## src/rtl/ether_rx_pkg.sv

```systemverilog
// Shared constants, command codes and FSM state type for the ether_rx host-side controller.
package ether_rx_pkg;

    localparam int ADDR_W = 9;
    localparam int DATA_W = 32;

    localparam logic [3:0] CMD_GETSIZE = 4'd1;
    localparam logic [3:0] CMD_GETDATA = 4'd2;

    typedef enum logic [2:0] {
        ST_IDLE     = 3'd0,
        ST_SIZE_CMD = 3'd1,
        ST_DATA_CMD = 3'd2,
        ST_OUT      = 3'd3,
        ST_GAP      = 3'd4
    } state_t;

endpackage

```

## src/rtl/erx_toggle_det.sv

```systemverilog
// Turns the toggle-type erx_ready completion into a one-cycle event.
// erx_ready is launched on negedge, so no synchronizer is needed here.
module erx_toggle_det (
    input  logic erx_clk,
    input  logic erx_rst,
    input  logic i_erx_ready,
    output logic o_rdy_ev
);

    logic r_rdy_q;

    // Track the last sampled level; reset loads the live level so a standing level is not an event.
    always_ff @(posedge erx_clk) begin
        if (erx_rst) begin
            r_rdy_q <= i_erx_ready;
        end else begin
            r_rdy_q <= i_erx_ready;
        end
    end

    assign o_rdy_ev = i_erx_ready ^ r_rdy_q;

endmodule

```

## src/rtl/ether_rx_ctrl.sv

```systemverilog
// Host-side sequencer for ether_rx: GETSIZE then GETDATA per word, streamed out on valid/ready.
// Optional build macro ERX_CTRL_STATS_EN adds stat_frames/stat_words/stat_timeouts counters.
module ether_rx_ctrl
    import ether_rx_pkg::*;
#(
    parameter int GAP_CYCLES     = 20,
    parameter int TIMEOUT_CYCLES = 1024
) (
    input  logic              erx_clk,
    input  logic              erx_rst,
    output logic              erx_cs,
    output logic [3:0]        erx_cmd,
    input  logic              erx_ready,
    input  logic [DATA_W-1:0] erx_data,
    output logic              m_valid,
    output logic [DATA_W-1:0] m_data,
    output logic              m_last,
    input  logic              m_ready,
    output logic [ADDR_W-1:0] frame_len,
    output logic              busy,
`ifdef ERX_CTRL_STATS_EN
    output logic [15:0]       stat_frames,
    output logic [15:0]       stat_words,
    output logic [15:0]       stat_timeouts,
`endif
    output logic              err_timeout
);

    localparam int GAP_W = $clog2(GAP_CYCLES + 1);
    localparam int TO_W  = $clog2(TIMEOUT_CYCLES + 1);

    logic              w_rdy_ev;
    state_t            r_state;
    state_t            r_next;
    logic [GAP_W-1:0]  r_gap_cnt;
    logic [TO_W-1:0]   r_to_cnt;
    logic [ADDR_W-1:0] r_idx;
    logic [ADDR_W-1:0] r_frame_len;
    logic              r_cs;
    logic [3:0]        r_cmd;
    logic              r_m_valid;
    logic [DATA_W-1:0] r_m_data;
    logic              r_m_last;
    logic              r_busy;
    logic              r_err_timeout;

    erx_toggle_det u_tog (
        .erx_clk     (erx_clk),
        .erx_rst     (erx_rst),
        .i_erx_ready (erx_ready),
        .o_rdy_ev    (w_rdy_ev)
    );

    // Command sequencing FSM with registered handshake and stream outputs.
    always_ff @(posedge erx_clk) begin
        if (erx_rst) begin
            r_state       <= ST_GAP;
            r_next        <= ST_IDLE;
            r_gap_cnt     <= GAP_W'(GAP_CYCLES);
            r_to_cnt      <= '0;
            r_idx         <= '0;
            r_frame_len   <= '0;
            r_cs          <= 1'b0;
            r_cmd         <= 4'd0;
            r_m_valid     <= 1'b0;
            r_m_data      <= '0;
            r_m_last      <= 1'b0;
            r_busy        <= 1'b0;
            r_err_timeout <= 1'b0;
        end else begin
            r_err_timeout <= 1'b0;
            case (r_state)
                ST_IDLE: begin
                    if (w_rdy_ev) begin
                        r_state   <= ST_GAP;
                        r_next    <= ST_SIZE_CMD;
                        r_gap_cnt <= GAP_W'(GAP_CYCLES);
                        r_busy    <= 1'b1;
                    end else begin
                        r_busy    <= 1'b0;
                    end
                end
                ST_GAP: begin
                    r_busy <= 1'b1;
                    if (r_gap_cnt == GAP_W'(0)) begin
                        r_state  <= r_next;
                        r_to_cnt <= '0;
                        case (r_next)
                            ST_SIZE_CMD: begin
                                r_cs  <= 1'b1;
                                r_cmd <= CMD_GETSIZE;
                            end
                            ST_DATA_CMD: begin
                                r_cs  <= 1'b1;
                                r_cmd <= CMD_GETDATA;
                            end
                            default: begin
                                r_busy <= 1'b0;
                            end
                        endcase
                    end else begin
                        r_gap_cnt <= r_gap_cnt - GAP_W'(1);
                    end
                end
                ST_SIZE_CMD, ST_DATA_CMD: begin
                    if (w_rdy_ev) begin
                        r_cs      <= 1'b0;
                        r_cmd     <= 4'd0;
                        r_gap_cnt <= GAP_W'(GAP_CYCLES);
                        if (r_state == ST_SIZE_CMD) begin
                            r_frame_len <= erx_data[ADDR_W-1:0];
                            r_idx       <= '0;
                            r_state     <= ST_GAP;
                            r_next      <= (erx_data[ADDR_W-1:0] == ADDR_W'(0)) ? ST_IDLE : ST_DATA_CMD;
                        end else begin
                            r_m_data  <= erx_data;
                            r_m_valid <= 1'b1;
                            r_m_last  <= (r_idx == r_frame_len - ADDR_W'(1));
                            r_state   <= ST_OUT;
                        end
                    end else if (r_to_cnt == TO_W'(TIMEOUT_CYCLES - 1)) begin
                        // Lost handshake: abandon the frame without ever emitting m_last.
                        r_cs          <= 1'b0;
                        r_cmd         <= 4'd0;
                        r_err_timeout <= 1'b1;
                        r_idx         <= '0;
                        r_state       <= ST_GAP;
                        r_next        <= ST_IDLE;
                        r_gap_cnt     <= GAP_W'(GAP_CYCLES);
                    end else begin
                        r_to_cnt <= r_to_cnt + TO_W'(1);
                    end
                end
                ST_OUT: begin
                    if (m_ready) begin
                        r_m_valid <= 1'b0;
                        r_m_last  <= 1'b0;
                        r_idx     <= r_idx + ADDR_W'(1);
                        r_state   <= ST_GAP;
                        r_next    <= r_m_last ? ST_IDLE : ST_DATA_CMD;
                        r_gap_cnt <= GAP_W'(GAP_CYCLES);
                    end else begin
                        r_m_valid <= 1'b1;
                    end
                end
                default: begin
                    r_state   <= ST_GAP;
                    r_next    <= ST_IDLE;
                    r_gap_cnt <= GAP_W'(GAP_CYCLES);
                    r_cs      <= 1'b0;
                    r_cmd     <= 4'd0;
                    r_m_valid <= 1'b0;
                end
            endcase
        end
    end

`ifdef ERX_CTRL_STATS_EN
    logic [15:0] r_stat_frames;
    logic [15:0] r_stat_words;
    logic [15:0] r_stat_timeouts;

    // Free-running wrap-around statistics; OUT always holds a valid word.
    always_ff @(posedge erx_clk) begin
        if (erx_rst) begin
            r_stat_frames   <= 16'd0;
            r_stat_words    <= 16'd0;
            r_stat_timeouts <= 16'd0;
        end else begin
            if (r_state == ST_OUT && m_ready) begin
                r_stat_words <= r_stat_words + 16'd1;
                if (r_m_last) begin
                    r_stat_frames <= r_stat_frames + 16'd1;
                end
            end
            if (r_err_timeout) begin
                r_stat_timeouts <= r_stat_timeouts + 16'd1;
            end
        end
    end

    assign stat_frames   = r_stat_frames;
    assign stat_words    = r_stat_words;
    assign stat_timeouts = r_stat_timeouts;
`endif

    assign erx_cs      = r_cs;
    assign erx_cmd     = r_cmd;
    assign m_valid     = r_m_valid;
    assign m_data      = r_m_data;
    assign m_last      = r_m_last;
    assign frame_len   = r_frame_len;
    assign busy        = r_busy;
    assign err_timeout = r_err_timeout;

endmodule
```

## config.mk

```make
export PLATFORM = sky130hd
export DESIGN_NAME = ether_rx_ctrl
export DESIGN_NICKNAME = d
export VERILOG_FILES = /design/src/rtl/ether_rx_pkg.sv /design/src/rtl/erx_toggle_det.sv /design/src/rtl/ether_rx_ctrl.sv
export SDC_FILE = /design/constraint.sdc
export NUM_CORES = 1
export LEC_CHECK = 0
export BUFFER_PORTS_ARGS = -buffer_cell sky130_fd_sc_hd__clkbuf_2
export CORE_MARGIN = 4
export CORE_UTILIZATION = 30
export DETAILED_ROUTE_END_ITERATION = 10
export HOLD_SLACK_MARGIN = 0.06
export PLACE_DENSITY = 0.57
export SLEW_MARGIN = 25
export SYNTH_ARGS = -nofsm -noshare
export SYNTH_HDL_FRONTEND = slang
export SYNTH_SLANG_ARGS = --single-unit
```

## constraint.sdc

```tcl
create_clock -name erx_clk -period 2.12 [get_ports erx_clk]
set_input_delay 0.106 -clock erx_clk [delete_from_list [all_inputs] [get_ports erx_clk]]
set_output_delay 0.106 -clock erx_clk [all_outputs]
set_load 0.01 [all_outputs]
```

==> reports/metrics.cfg <==
[run_status]
outcome=complete, no violations

[power_and_ir_drop]
leakage_nw=2.01
powerDensity_nw_per_um2=834
peakVddDrop_mv=0.406

[clock_tree]
worstSkewPairLatency_ns=0.33
cts_root_buf=clkbuf_16
cts_sinks=79
cts-htree-levels=3
clockBufferDepth=2
numCtsBuffers=9
cts_tree=yes
clkTransAtPathRegs_ns=0.06

[flow_run]
max_cap_violations=0

[floorplanning]
die_h_um=121
die_x_um=121
ios=86
num_rows=40
core-area_um2=12200
start_util=0.312
design.die.area_um2=14600

[timing]
maxSlewViolCount=0
min_period_over_period=0.951
min_period_ns=2.02
slew_headroom=0.580
fmax_mhz=496
fin_skew_ns=0.00870
layout_setup_ws_ns=0.103
finalSetupViolCount=0
worst_slew_pin_slew_ns=0.628
rsz0062_at_grt=false
hold_viol=0
finalSetupTns_ns=0

[synthesis]
async_reset_ff_frac=0
synth_seq_cells=79
syn_area_um2=3810
ys_warn_count=0
yosysTopAreaCell=dfxtp_1
synth-edff-count=0
synth.avg_cell_area_um2=8.04
synth_top_area_share=0.415
ys_seq_area_frac=0.415
netlist_instances=474
ys_types=61
ys_top_cells_by_area=dfxtp_1 42%, nand2_1 8.9%, a21oi_1 7.8%
synthFlopType=dfxtp_1

[layout]
seqCellArea_um2=1580
postLayoutCoreUtil=0.430
final_layout_size_suffix_gt1_frac=0.254
stdcell_count=781
n_antenna_cell=0
fin_area_um2=5250
syn2layout_area_growth_pct=37.8
fill_cells=1230
layout_commonest_cell=nand2_1
final_nets=650
mostFrequentLayoutCells=90 x nand2_1, 83 x clkbuf_2, 77 x dfxtp_1
multiInputGateArea_um2=2080

[global_routing]
grt_pass1_wl_um=18200
grt_overflow=0
top_usage_layer=met2
track_usage=0.152
use_met1=0.183
grt_use_met2=0.260
grt_max_degree=33
use_met3=0.0444
antenna_found_initial=0
grt_pass1_vias=3801

[placement]
pre_cts_ws_ns=0.0486
place_hpwl_um=7890
placed_cells=730
gp_congestion=0.824
placed_area_um2=4570
numPortBuffers=83

[detailed_routing]
dr.pass1.iters=4
vias=3834
wl_per_cell_um=14.0
vias_per_cell=4.91
drt_iter0_markers=273
routed_wl_um=10900
antenna_left=0
drc=0

[critical_path]
critical_path_class=reg -> reg
worst_setup_path_start_kind=register
required_ns=2.38
endpoint_kind=register
crit_arrival_ns=2.28
crit_path_max_fanout=8

[worst_hold_path]
min_path_type=in -> reg

what timing repair did:
item / CTS / global route
buffers inserted: 0 / 2
hold buffers: 33 / 0
endpoints found under the setup margin: 0 / 12
gates resized for setup: 0 / 7
hold endpoints to repair: 41 / 0
sequential cells by signal, summed over array words and instances, names as in the netlist:
| signal | flops |
|---|---|
| m_data | 32 |
| r_to_cnt | 11 |
| frame_len | 9 |
| r_idx | 9 |
| r_gap_cnt | 5 |
| r_state | 3 |
| erx_cmd | 2 |
| r_next | 2 |
| busy | 1 |
| err_timeout | 1 |
| erx_cs | 1 |
| m_last | 1 |
| m_valid | 1 |
| u_tog.r_rdy_q | 1 |
synth_stat cells, drive strengths merged, types with 3 or more instances:
library cell	count
nand4	4
dfxtp	79
or3	4
nor3	6
nand2b	5
nor3b	7
inv	13
o31ai	9
nor4	5
nand3	25
nand2	90
a211oi	8
a21oi	59
clkbuf	25
xor2	7
a21o	3
a2111oi	7
or2	4
or4	7
xnor2	16
nor2	35
ha	6
o21ai	10
buf	4
routing by layer:
metal	part of all wire	routed length, µm
met2	0.50	5470
met1	0.43	4740
met4	0.011	121
met5	0	0
met3	0.054	592
kinds of logic (layout without fill, tap and decap cells):
logic type                 after synthesis  in the layout  synth area share
AOI/OAI and AO/OA                      115            115             0.192
xor gates and xnor gates                23             23            0.0529
adders and majority gates                6              6            0.0197
buffers and inverters                   42            180            0.0457
DFF                                     79             79             0.415
muxes                                    2              2           0.00526
other                                    1              2          0.000985
and+or+nand+nor                        206            206             0.268
power breakdown:
group	total (W)	switching [W]	leakage [nW]	internal (W)
Clock	0.00163	0.000595	0.154	0.00103
Sequential	0.00172	0.000122	0.639	0.00159
Combinational	0.00104	0.000551	1.21	0.000485
Total	0.00438	0.00127	2.01	0.00311
critical path, stage by stage (launching register included):
cell     delay [ns]
dfxtp_1        0.37
nand3_2        0.15
or4_4          0.57
and2_4         0.21
or4_1          0.51
a21oi_1        0.15
cell type report:
cell class | count | share of cell area
Timing Repair Buffer | 151 | 0.192
Sequential cell | 79 | 0.302
Clock buffer | 11 | 0.0443
Inverter | 13 | 0.00929
Multi-Input combinational cell | 354 | 0.397
Tap cell | 168 | 0.0400
Clock inverter | 5 | 0.0157
metrics by stage:
| step | power, W | hold WS [ns] |
|---|---|---|
| 3_3_place_gp | 0.00269 | 0.290 |
| 6_report | 0.00438 | 0.217 |
| 5_1_grt | 0.00463 | 0.224 |
| 3_5_place_dp | 0.00272 | 0.292 |
| 2_1_floorplan | 0.00236 | 0.134 |
| 4_1_cts | 0.00441 | 0.212 |
final timing paths:
kind                                   from    endpoint  slack [ns]  depth (start not counted)
worst max register to register  r_to_cnt[4]    r_idx[5]        0.10                          5
worst min-delay path                erx_rst  r_state[1]        0.22                          2
worst min register to register      m_valid     m_valid        0.45                          2
worst max-delay path            r_to_cnt[4]    r_idx[5]        0.10                          5
(Power assumes the default switching activity.)
